## config.mk

```make
export PLATFORM = sky130hd
export DESIGN_NAME = shifter_flat
export DESIGN_NICKNAME = d
export VERILOG_FILES = /design/src/rtl/shifter_if.sv /design/src/rtl/shifter.sv /design/src/flat_wrapper.sv
export SDC_FILE = /design/constraint.sdc
export NUM_CORES = 1
export LEC_CHECK = 0
export CAP_MARGIN = 20
export CORE_AREA = 5 5 42 44
export DETAILED_ROUTE_END_ITERATION = 7
export DIE_AREA = 0 0 47 49
export HOLD_SLACK_MARGIN = 0.08
export PLACE_DENSITY = 0.65
export SLEW_MARGIN = 20
export SYNTH_ARGS = -nofsm -noshare
export SYNTH_HDL_FRONTEND = slang
export SYNTH_SLANG_ARGS = --single-unit
```

## constraint.sdc

```tcl
create_clock -name clk -period 2 [get_ports clk]
set_clock_uncertainty 0.15 [all_clocks]
set_input_delay 0.2 -clock clk [delete_from_list [all_inputs] [get_ports clk]]
set_output_delay 0.2 -clock clk [all_outputs]
set_load 0.01 [all_outputs]
```

## src/rtl/shifter_if.sv

```systemverilog
// Mode, serial/parallel data and register-contents bundle for the universal shift register.
// The master drives the controls and observes out. The slave owns the register and drives out.
interface shifter_if #(
  parameter int WIDTH = 8
);
  logic [1:0]       S;
  logic             IR;
  logic             IL;
  logic [WIDTH-1:0] In;
  logic [WIDTH-1:0] out;

  modport master (output S, output IR, output IL, output In, input out);
  modport slave  (input S, input IR, input IL, input In, output out);
endinterface

```

## src/rtl/shifter.sv

```systemverilog
// 74x194-style universal shift register: hold, shift right, shift left, parallel load.
// The result appears on out after the same rising edge. There is no backpressure: one operation per clock.
module shifter #(
  parameter int WIDTH = 8
) (
  input  logic     clk,
  input  logic     reset,
  shifter_if.slave bus
);

  generate
    if (WIDTH < 2) begin : g_width_check
      $error("shifter: WIDTH must be >= 2");
    end
  endgenerate

  logic [WIDTH-1:0] q;

  // Bits shifted off the end are dropped, and the vacated bit takes the serial input for that direction.
  always_ff @(posedge clk or negedge reset) begin
    if (!reset) begin
      q <= '0;
    end else begin
      case (bus.S)
        2'b01:   q <= {bus.IR, q[WIDTH-1:1]};
        2'b10:   q <= {q[WIDTH-2:0], bus.IL};
        2'b11:   q <= bus.In;
        default: q <= q;
      endcase
    end
  end

  assign bus.out = q;

endmodule

```

## src/flat_wrapper.sv

```systemverilog
// flat-port wrapper written by rule: the top's interface ports become plain ports
module shifter_flat 
#(
  parameter int WIDTH = 8
)
  (clk, reset, bus_S, bus_IR, bus_IL, bus_In, bus_out);
  shifter_if #(.WIDTH(WIDTH)) bus_i ();
  input  logic clk;
  input  logic reset;
  input wire logic [$bits(bus_i.S)-1:0] bus_S;
  input wire logic [$bits(bus_i.IR)-1:0] bus_IR;
  input wire logic [$bits(bus_i.IL)-1:0] bus_IL;
  input wire logic [$bits(bus_i.In)-1:0] bus_In;
  output wire logic [$bits(bus_i.out)-1:0] bus_out;
  assign bus_i.S = bus_S;
  assign bus_i.IR = bus_IR;
  assign bus_i.IL = bus_IL;
  assign bus_i.In = bus_In;
  assign bus_out = bus_i.out;
  shifter #(.WIDTH(WIDTH)) u_core (.clk(clk), .reset(reset), .bus(bus_i));
endmodule
```

# == Word-level counts from Yosys, hierarchy flattened ==
# Index checks and enable logic that the tools add are counted.
# word_totals
wordCells,6
ff_bits,8
in_bits,14
out_inout_bits,8
# op_classes
muxes,1
eq_ne,3
n_reduce_logical,1
# op_table
cell,count
$pmux 8 s3,1
$eq 2x2->1 const B,2
$reduce_bool 3->1,1
$eq 2x1->1 const B,1

# == Longest topological paths before layout ==
# Gate-level depths: netlist (run 1).
# logic_depth
word_depth,2
mapped_depth,2
depth_no_buf,1

# == Worst setup path after synthesis (run 1) ==
# Ideal clock, no wire load.
# synth_path
path_kind,register to register
startpoint,"register u_core.q[1], in the netlist u_core.bus.out[1]"
endpoint,"register u_core.q[0], in the netlist u_core.bus.out[0]"
required_ns,1.711
setup_ns,0.139
period_less_slack_ns,1.143
n_path_buf,0
arrival_ns,0.854
path_stages_with_launch,2
setup_slack_ns,0.857
path_cell_list,dfrtp_1 mux4_2
# synth_via
elab_chain_len,1
# synth_lines
item,line,source
"start, declared",shifter.sv:17,logic [WIDTH-1:0] q;
"start signal, assigned",shifter.sv:25,"2'b01: q <= {bus.IR, q[WIDTH-1:1]};"
"start signal, assigned",shifter.sv:26,"2'b10: q <= {q[WIDTH-2:0], bus.IL};"
"start signal, assigned",shifter.sv:27,2'b11: q <= bus.In;
$pmux 8 s3,shifter.sv:24,case (bus.S)
# No other way between the ends.
# A chain may end at the register's enable or synchronous reset.

# == Worst setup path in the final report (run 1) ==
# layout_path
startpoint,"register u_core.q[2], in the netlist u_core.bus.out[2]"
endpoint,output port bus_out[2]
# layout_rtl
item,line,source
"end, declared",flat_wrapper.sv:14,output wire logic [$bits(bus_i.out)-1:0] bus_out;
# No word-level cell between the ends.

==> qor.log, run 1 <==
[clock_tree] maximum count of clock buffers along a single path 2
[clock_tree] quantity of hold-fixing buffers added after cts 0
[route] number of routed nets with antenna violations 0
[finish] synth-to-layout area growth 60.87%
[die] count of pins on the block boundary 22
[clock_tree] number of post-CTS setup repair buffers 0
[yosys] mean post-synth cell area 22.38 sq um
[clock_tree] Clk Latency, worst-skew pair 260 ps
[power] P per Cell Area 844.2 nW/um^2
[route] detailed-route via count 304
[finish] max reg flops 8
[die] Die Ht 49 um
[yosys] nets in the synthesized netlist 32
[route] post-detailed-routing wire length 988 um
[yosys] cell types with the largest area share after synthesis dfrtp_1 50%, mux4_2 45%, buf_6 5.6%
[yosys] Yosys warning count 0
[die] Die Footprint 2303 sq um
[critical_path] Crit path max-delay family buffers and inverters
[timing] max_slew headroom 73.91%
[status] run status finished, final reports clean
[placed_design] # port buffers 21
[yosys] post-synth top area cell dfrtp_1
[power] Worst VDD drop 348.3 uV
[critical_path] cell chain of the critical path clkdlybuf4s50_1
[finish] # diodes 0
[timing] final number of setup-violating endpoints 0
[critical_path] master of the slowest instance on the critical path clkdlybuf4s50_1
[timing] ratio of final minimum period to clock period 77.67%
[grt] number of antenna violations at the first check in global routing 0
[critical_path] Worst path max stage delay 560 ps
[clock_tree] count of clock tree sinks 8
[die] Starting Density 28.75%
[timing] setup_tns 0 ps
[critical_path] crit path launch type flip-flop
[route] routed wire length per instance 17.03 um
[clock_tree] CTS Root Cell clkbuf_4
[yosys] number of standard cells after synthesis 18
[critical_path] crit path capture type output pin
[placed_design] placer's final routability congestion estimate 0.7082
[route] post-detailed-route via-to-cell ratio 5.241
[grt] global-route usage over all layers 10.65%
[yosys] fraction of synthesis flops using an asynchronous set or reset pin 100.0%
[critical_path] maximum net fanout on the critical path 4
[route] iteration-0 DRC count of the detailed router 16
[clock_tree] clock transition at the register clock pins on the worst setup and hold paths after CTS 60 ps
[route] first-pass detailed-route iteration total 2
[clock_tree] CTS tree done
[yosys] sequential-to-total area share from yosys stat 49.69%
[yosys] top cell types by occurrence after synthesis 8 x dfrtp_1, 8 x mux4_2, 2 x buf_6
[timing] unrepaired setup endpoints after global routing false
[timing] maximum operating frequency 0.6437 GHz
[timing] slew at the pin closest to its max-slew limit 390.2 ps
[timing] number of hold violations in the final report 0
[finish] Finished Core Util 46.25%
[die] Die W 47 um
[die] number of cell rows 14
[yosys] synthesized cell area 402.9 sq um
[clock_tree] H-tree level count 1
[grt] first-pass GRT wire length 1656 um
[job] number of violations of the max-capacitance limit 0
[critical_path] worst path required time 1650 ps
[yosys] most used flip-flop cell after synthesis dfrtp_1
[grt] vias in the first global route 355
[yosys] number of distinct library cell variants in the gate-level netlist after synthesis 3
[critical_path] critical path class flip-flop to output pin
[route] DRC violation count after routing 0
[die] Placeable Area 1401 sq um
[timing] post-route worst hold slack 80.08 ps
[yosys] number of flops mapped to enable cells by yosys 0
[timing] min Tclk post-route 1553 ps
[power] leakage 0.2502 nW
[finish] Final #Nets 58
[critical_path] Crit path buffers/inverters 1
[worst_hold_path] kind of path behind the tightest hold check input pin to asynchronous set/reset pin
[finish] layout cell share with drive strength beyond 1 30.95%
[yosys] Yosys reg bits 8
[clock_tree] number of CTS-inserted buffers 3
[yosys] share of the synthesized area in the top cell type 49.69%
[grt] largest net degree at the start of global routing 9
[clock_tree] post-CTS sizing 0
[grt] total congestion overflow 0
[critical_path] data arrival time of the critical path 1200 ps
[timing] Final Slew Violations 0
per-stage QoR:
| step | instance area (sq um) | power [mW] | setup slack, ps | std cells |
|---|---|---|---|---|
| final | 648.1 | 0.5471 | 446.5 | 58 |
| after detailed placement | 625.6 | 0.4263 | 292.5 | 55 |
| after global placement | 625.6 | 0.4218 | 319.8 | 55 |
| after floorplan | 402.9 | 0.3118 | 857.3 | 18 |
| after CTS | 648.1 | 0.5589 | 425.8 | 58 |
| after global routing | 648.1 | 0.5818 | 386.1 | 58 |
layer usage:
metal  part of all wire (%)  up-vias  global-route usage (%)
met2                     40       23                   12.90
met5                      0        -                       0
met1                     42      154                   14.35
met3                     15        3                   5.535
met4                    2.8        0                   6.912
li1                       -      124                       -
cell type report:
| cell class | instances | area, sq um |
|---|---|---|
| fillers | 134 | 753.2 |
| repair buffers | 23 | 225.2 |
| flip-flops and latches | 8 | 200.2 |
| multi-input cells | 8 | 180.2 |
| clock buffers | 3 | 22.52 |
| well taps | 16 | 20.02 |
cells in the final DEF (no fill, tap or decap):
cell and instances:
clkdlybuf4s50_1 21, mux4_2 8, dfrtp_1 8, clkbuf_4 3, buf_4 2
kinds of logic (layout without fill, tap and decap cells):
family / Yosys count / count (layout) / share of synthesized area (%)
muxes: 8 / 8 / 44.72
DFF: 8 / 8 / 49.69
buffers and inverters: 2 / 26 / 5.590
power breakdown:
| part | leakage [nW] | switching, mW | internal, mW |
|---|---|---|---|
| clock network | 0.0138 | 0.0577 | 0.0689 |
| registers | 0.0937 | 0.0338 | 0.197 |
| logic | 0.143 | 0.0532 | 0.136 |
| total | 0.250 | 0.145 | 0.402 |
final timing paths:
kind                                          startpoint                       endpoint  slack [ps]  cells past startpoint
max reg2reg                u_core.bus.out[2]$_DFFE_PN0P_  u_core.bus.out[2]$_DFFE_PN0P_         840                      1
min reg2reg                u_core.bus.out[7]$_DFFE_PN0P_  u_core.bus.out[7]$_DFFE_PN0P_         480                      1
min in group clk           u_core.bus.out[7]$_DFFE_PN0P_  u_core.bus.out[7]$_DFFE_PN0P_         480                      1
min                                                reset  u_core.bus.out[3]$_DFFE_PN0P_          80                      1
max                        u_core.bus.out[2]$_DFFE_PN0P_                     bus_out[2]         450                      1
max in group asynchronous                          reset  u_core.bus.out[1]$_DFFE_PN0P_        1340                      1
No activity file was read; power rests on OpenSTA's default activity.
==> run 2, diff against run 1 <==
--- a/config.mk
+++ b/config.mk
@@ -10,7 +10,7 @@
 export DETAILED_ROUTE_END_ITERATION = 7
 export DIE_AREA = 0 0 47 49
 export HOLD_SLACK_MARGIN = 0.08
-export PLACE_DENSITY = 0.65
+export PLACE_DENSITY = 0.68
 export SLEW_MARGIN = 20
 export SYNTH_ARGS = -nofsm -noshare
 export SYNTH_HDL_FRONTEND = slang
==> constraint.sdc (replaced) <==
create_clock -name clk -period 1.4 [get_ports clk]
set_clock_uncertainty 0.15 [all_clocks]
set_input_delay 0.14 -clock clk [delete_from_list [all_inputs] [get_ports clk]]
set_output_delay 0.14 -clock clk [all_outputs]
set_load 0.01 [all_outputs]
==> run 2 against run 1 <==
Against the previous run: sequential share of layout area decreased by 0.93 points; routed wire length decreased by 0.10%; register-to-register slack got worse by 590 ps; die area is the same.
==> qor.log, run 2 (synthesis results as in run 1) <==
[status] run status finished, final reports clean [unchanged]
[grt] global-route usage over all layers 10.06% [was 10.65%]
[power] Worst VDD drop 455.6 uV [was 348.3 uV]
[critical_path] critical path class input pin to flip-flop [was flip-flop to output pin]
[critical_path] crit path launch type input pin [was flip-flop]
[finish] top library cells by usage in the layout, fill and taps aside 13 x clkdlybuf4s50_1, 8 x mux4_2, 8 x dlygate4sd2_1, 8 x dfrtp_1, 3 x clkbuf_4 [was 21 x clkdlybuf4s50_1, 8 x mux4_2, 8 x dfrtp_1]
[critical_path] master of the slowest instance on the critical path clkdlybuf4s50_1 [unchanged]
[grt] largest net degree at the start of global routing 9 [unchanged]
[clock_tree] CTS Root Cell clkbuf_4 [unchanged]
[die] number of cell rows 14 [unchanged]
[finish] number of standard cells in the final layout excluding fillers 60 [was 58]
[route] first-pass detailed-route iteration total 2 [unchanged]
[critical_path] Worst path max stage delay 620 ps [was 560 ps]
[clock_tree] Clk Latency, worst-skew pair 250 ps [was 260 ps]
[finish] Finished Core Util 47.68% [was 46.25%]
[route] post-detailed-route via-to-cell ratio 4.933 [was 5.241]
[placed_design] placed inst area 645.6 sq um [was 625.6 sq um]
[placed_design] placer's final routability congestion estimate 0.7470 [was 0.7082]
[route] iteration-0 DRC count of the detailed router 5 [was 16]
[critical_path] logic depth of the worst register-to-register path 1 [unchanged]
[route] routed wire length per instance 16.45 um [was 17.03 um]
[clock_tree] H-tree level count 1 [unchanged]
[timing] unrepaired setup endpoints after global routing false [unchanged]
[finish] max reg flops 8 [unchanged]
[critical_path] Crit path buffers/inverters 1 [unchanged]
[route] detailed-route via count 296 [was 304]
[timing] min Tclk post-route 1332 ps
[die] count of pins on the block boundary 22 [unchanged]
[timing] max_slew headroom 76.25% [was 73.91%]
[timing] final number of setup-violating endpoints 0 [unchanged]
[finish] most frequent standard cell in the layout excluding fill and tap cells clkdlybuf4s50_1 [unchanged]
[finish] layout cell share with drive strength beyond 1 31.82% [was 30.95%]
[critical_path] cell chain of the critical path clkdlybuf4s50_1 -> mux4_2 [was clkdlybuf4s50_1]
[critical_path] launching point of the worst reg2reg path u_core.bus.out[2]$_DFFE_PN0P_ [unchanged]
[worst_hold_path] Hold EP u_core.bus.out[6]$_DFFE_PN0P_
[timing] setup_tns 0 ps [unchanged]
[route] DRC violation count after routing 0 [unchanged]
[clock_tree] number of post-CTS setup repair buffers 0 [unchanged]
[timing] number of hold violations in the final report 0 [unchanged]
[power] P per Cell Area 1117 nW/um^2 [was 844.2 nW/um^2]
[clock_tree] CTS tree done [unchanged]
[worst_hold_path] kind of path behind the tightest hold check input pin to flip-flop [was input pin to asynchronous set/reset pin]
[clock_tree] maximum count of clock buffers along a single path 2 [unchanged]
[critical_path] data arrival time of the critical path 1300 ps [was 1200 ps]
[placed_design] DP Cell Count 56 [was 55]
[job] number of violations of the max-capacitance limit 0 [unchanged]
[finish] synth-to-layout area growth 65.84% [was 60.87%]
[clock_tree] number of CTS-inserted buffers 3 [unchanged]
[finish] # diodes 0 [unchanged]
[die] Starting Density 28.75% [unchanged]
[die] Die Footprint 2303 sq um [unchanged]
[grt] first-pass GRT wire length 1593 um [was 1656 um]
[timing] ratio of final minimum period to clock period 95.12%
[die] Die Ht 49 um [unchanged]
[clock_tree] clock transition at the register clock pins on the worst setup and hold paths after CTS 50 ps [was 60 ps]
[route] post-detailed-routing wire length 987 um [was 988 um]
[die] Die W 47 um [unchanged]
[power] leakage 0.2752 nW [was 0.2502 nW]
[critical_path] r2r setup slk 250 ps [was 840 ps]
[placed_design] # port buffers 21 [unchanged]
[critical_path] endpoint of the worst-slack reg-to-reg timing path u_core.bus.out[2]$_DFFE_PN0P_ [unchanged]
[finish] Final #Nets 60 [was 58]
[critical_path] crit path capture type flip-flop [was output pin]
[worst_hold_path] Hold Path Cell Cnt 2
[finish] Layout fillers 133 [was 134]
[die] Placeable Area 1401 sq um [unchanged]
[timing] slew at the pin closest to its max-slew limit 355.1 ps [was 390.2 ps]
[timing] maximum operating frequency 0.7510 GHz
[placed_design] Detailed Place HPWL 779 um
[route] number of routed nets with antenna violations 0 [unchanged]
[critical_path] maximum net fanout on the critical path 5 [was 4]
[timing] Final Slew Violations 0 [unchanged]
[grt] total congestion overflow 0 [unchanged]
[grt] vias in the first global route 364 [was 355]
[finish] final std cell area, no fill 668.1 sq um [was 648.1 sq um]
[clock_tree] count of clock tree sinks 8 [unchanged]
[critical_path] worst path required time 1370 ps [was 1650 ps]
[grt] number of antenna violations at the first check in global routing 0 [unchanged]
[worst_hold_path] worst hold path startpoint bus_In[6]
[critical_path] Crit path max-delay family buffers and inverters [unchanged]
[run 2: per-layer routing]
metal	track usage, %	wire length [um]	part of all wire (%)	vias up
met5	0	0	0	-
met4	6.912	0	0	0
met3	4.428	141	14	0
met2	12.90	428	43	20
met1	13.15	417	42	146
li1	-	-	-	130
[run 2: what timing repair did]
action / 4_1_cts / 5_1_grt
hold buffers: 1 / 0
endpoints found under the setup margin: 8 / 0
resized for setup: 8 / 0
hold endpoints to repair: 8 / 0
[run 2: worst max path at each step]
stage / slack [ps] / start / to / cells past startpoint
detailed placement: -220 / bus_S[0] / u_core.bus.out[6]$_DFFE_PN0P_ / 2
global route: 20 / bus_S[0] / u_core.bus.out[1]$_DFFE_PN0P_ / 2
CTS: 50 / bus_S[0] / u_core.bus.out[1]$_DFFE_PN0P_ / 2
finish: 70 / bus_S[0] / u_core.bus.out[1]$_DFFE_PN0P_ / 2
global placement: -170 / bus_S[0] / u_core.bus.out[1]$_DFFE_PN0P_ / 2
floorplan: 260 / u_core.bus.out[1]$_DFFE_PN0P_ / u_core.bus.out[0]$_DFFE_PN0P_ / 1
[run 2: cell type report]
class	instances	area (sq um)	share of cell area, %
multi-input combinational	8	180.2	26.97
sequential	8	200.2	29.96
timing repair buffer	25	245.2	36.70
tap	16	20.02	2.996
clock buffer	3	22.52	3.371
[run 2: power by group]
group / switching, mW / internal [mW]
sequential: 0.0475 / 0.282
clock: 0.0745 / 0.0978
combinational: 0.0783 / 0.166
total: 0.200 / 0.546
[run 2: per-stage QoR]
step | setup slack, ps | power [mW] | hold WS [ps]
floorplan | 257.3 | 0.4454 | -305.6
global placement | -169.1 | 0.6105 | 284.7
detailed placement | -216.5 | 0.6157 | 292.2
CTS | 51.69 | 0.7601 | 431.6
global route | 16.29 | 0.7815 | 433.1
finish | 68.39 | 0.7464 | 439.1
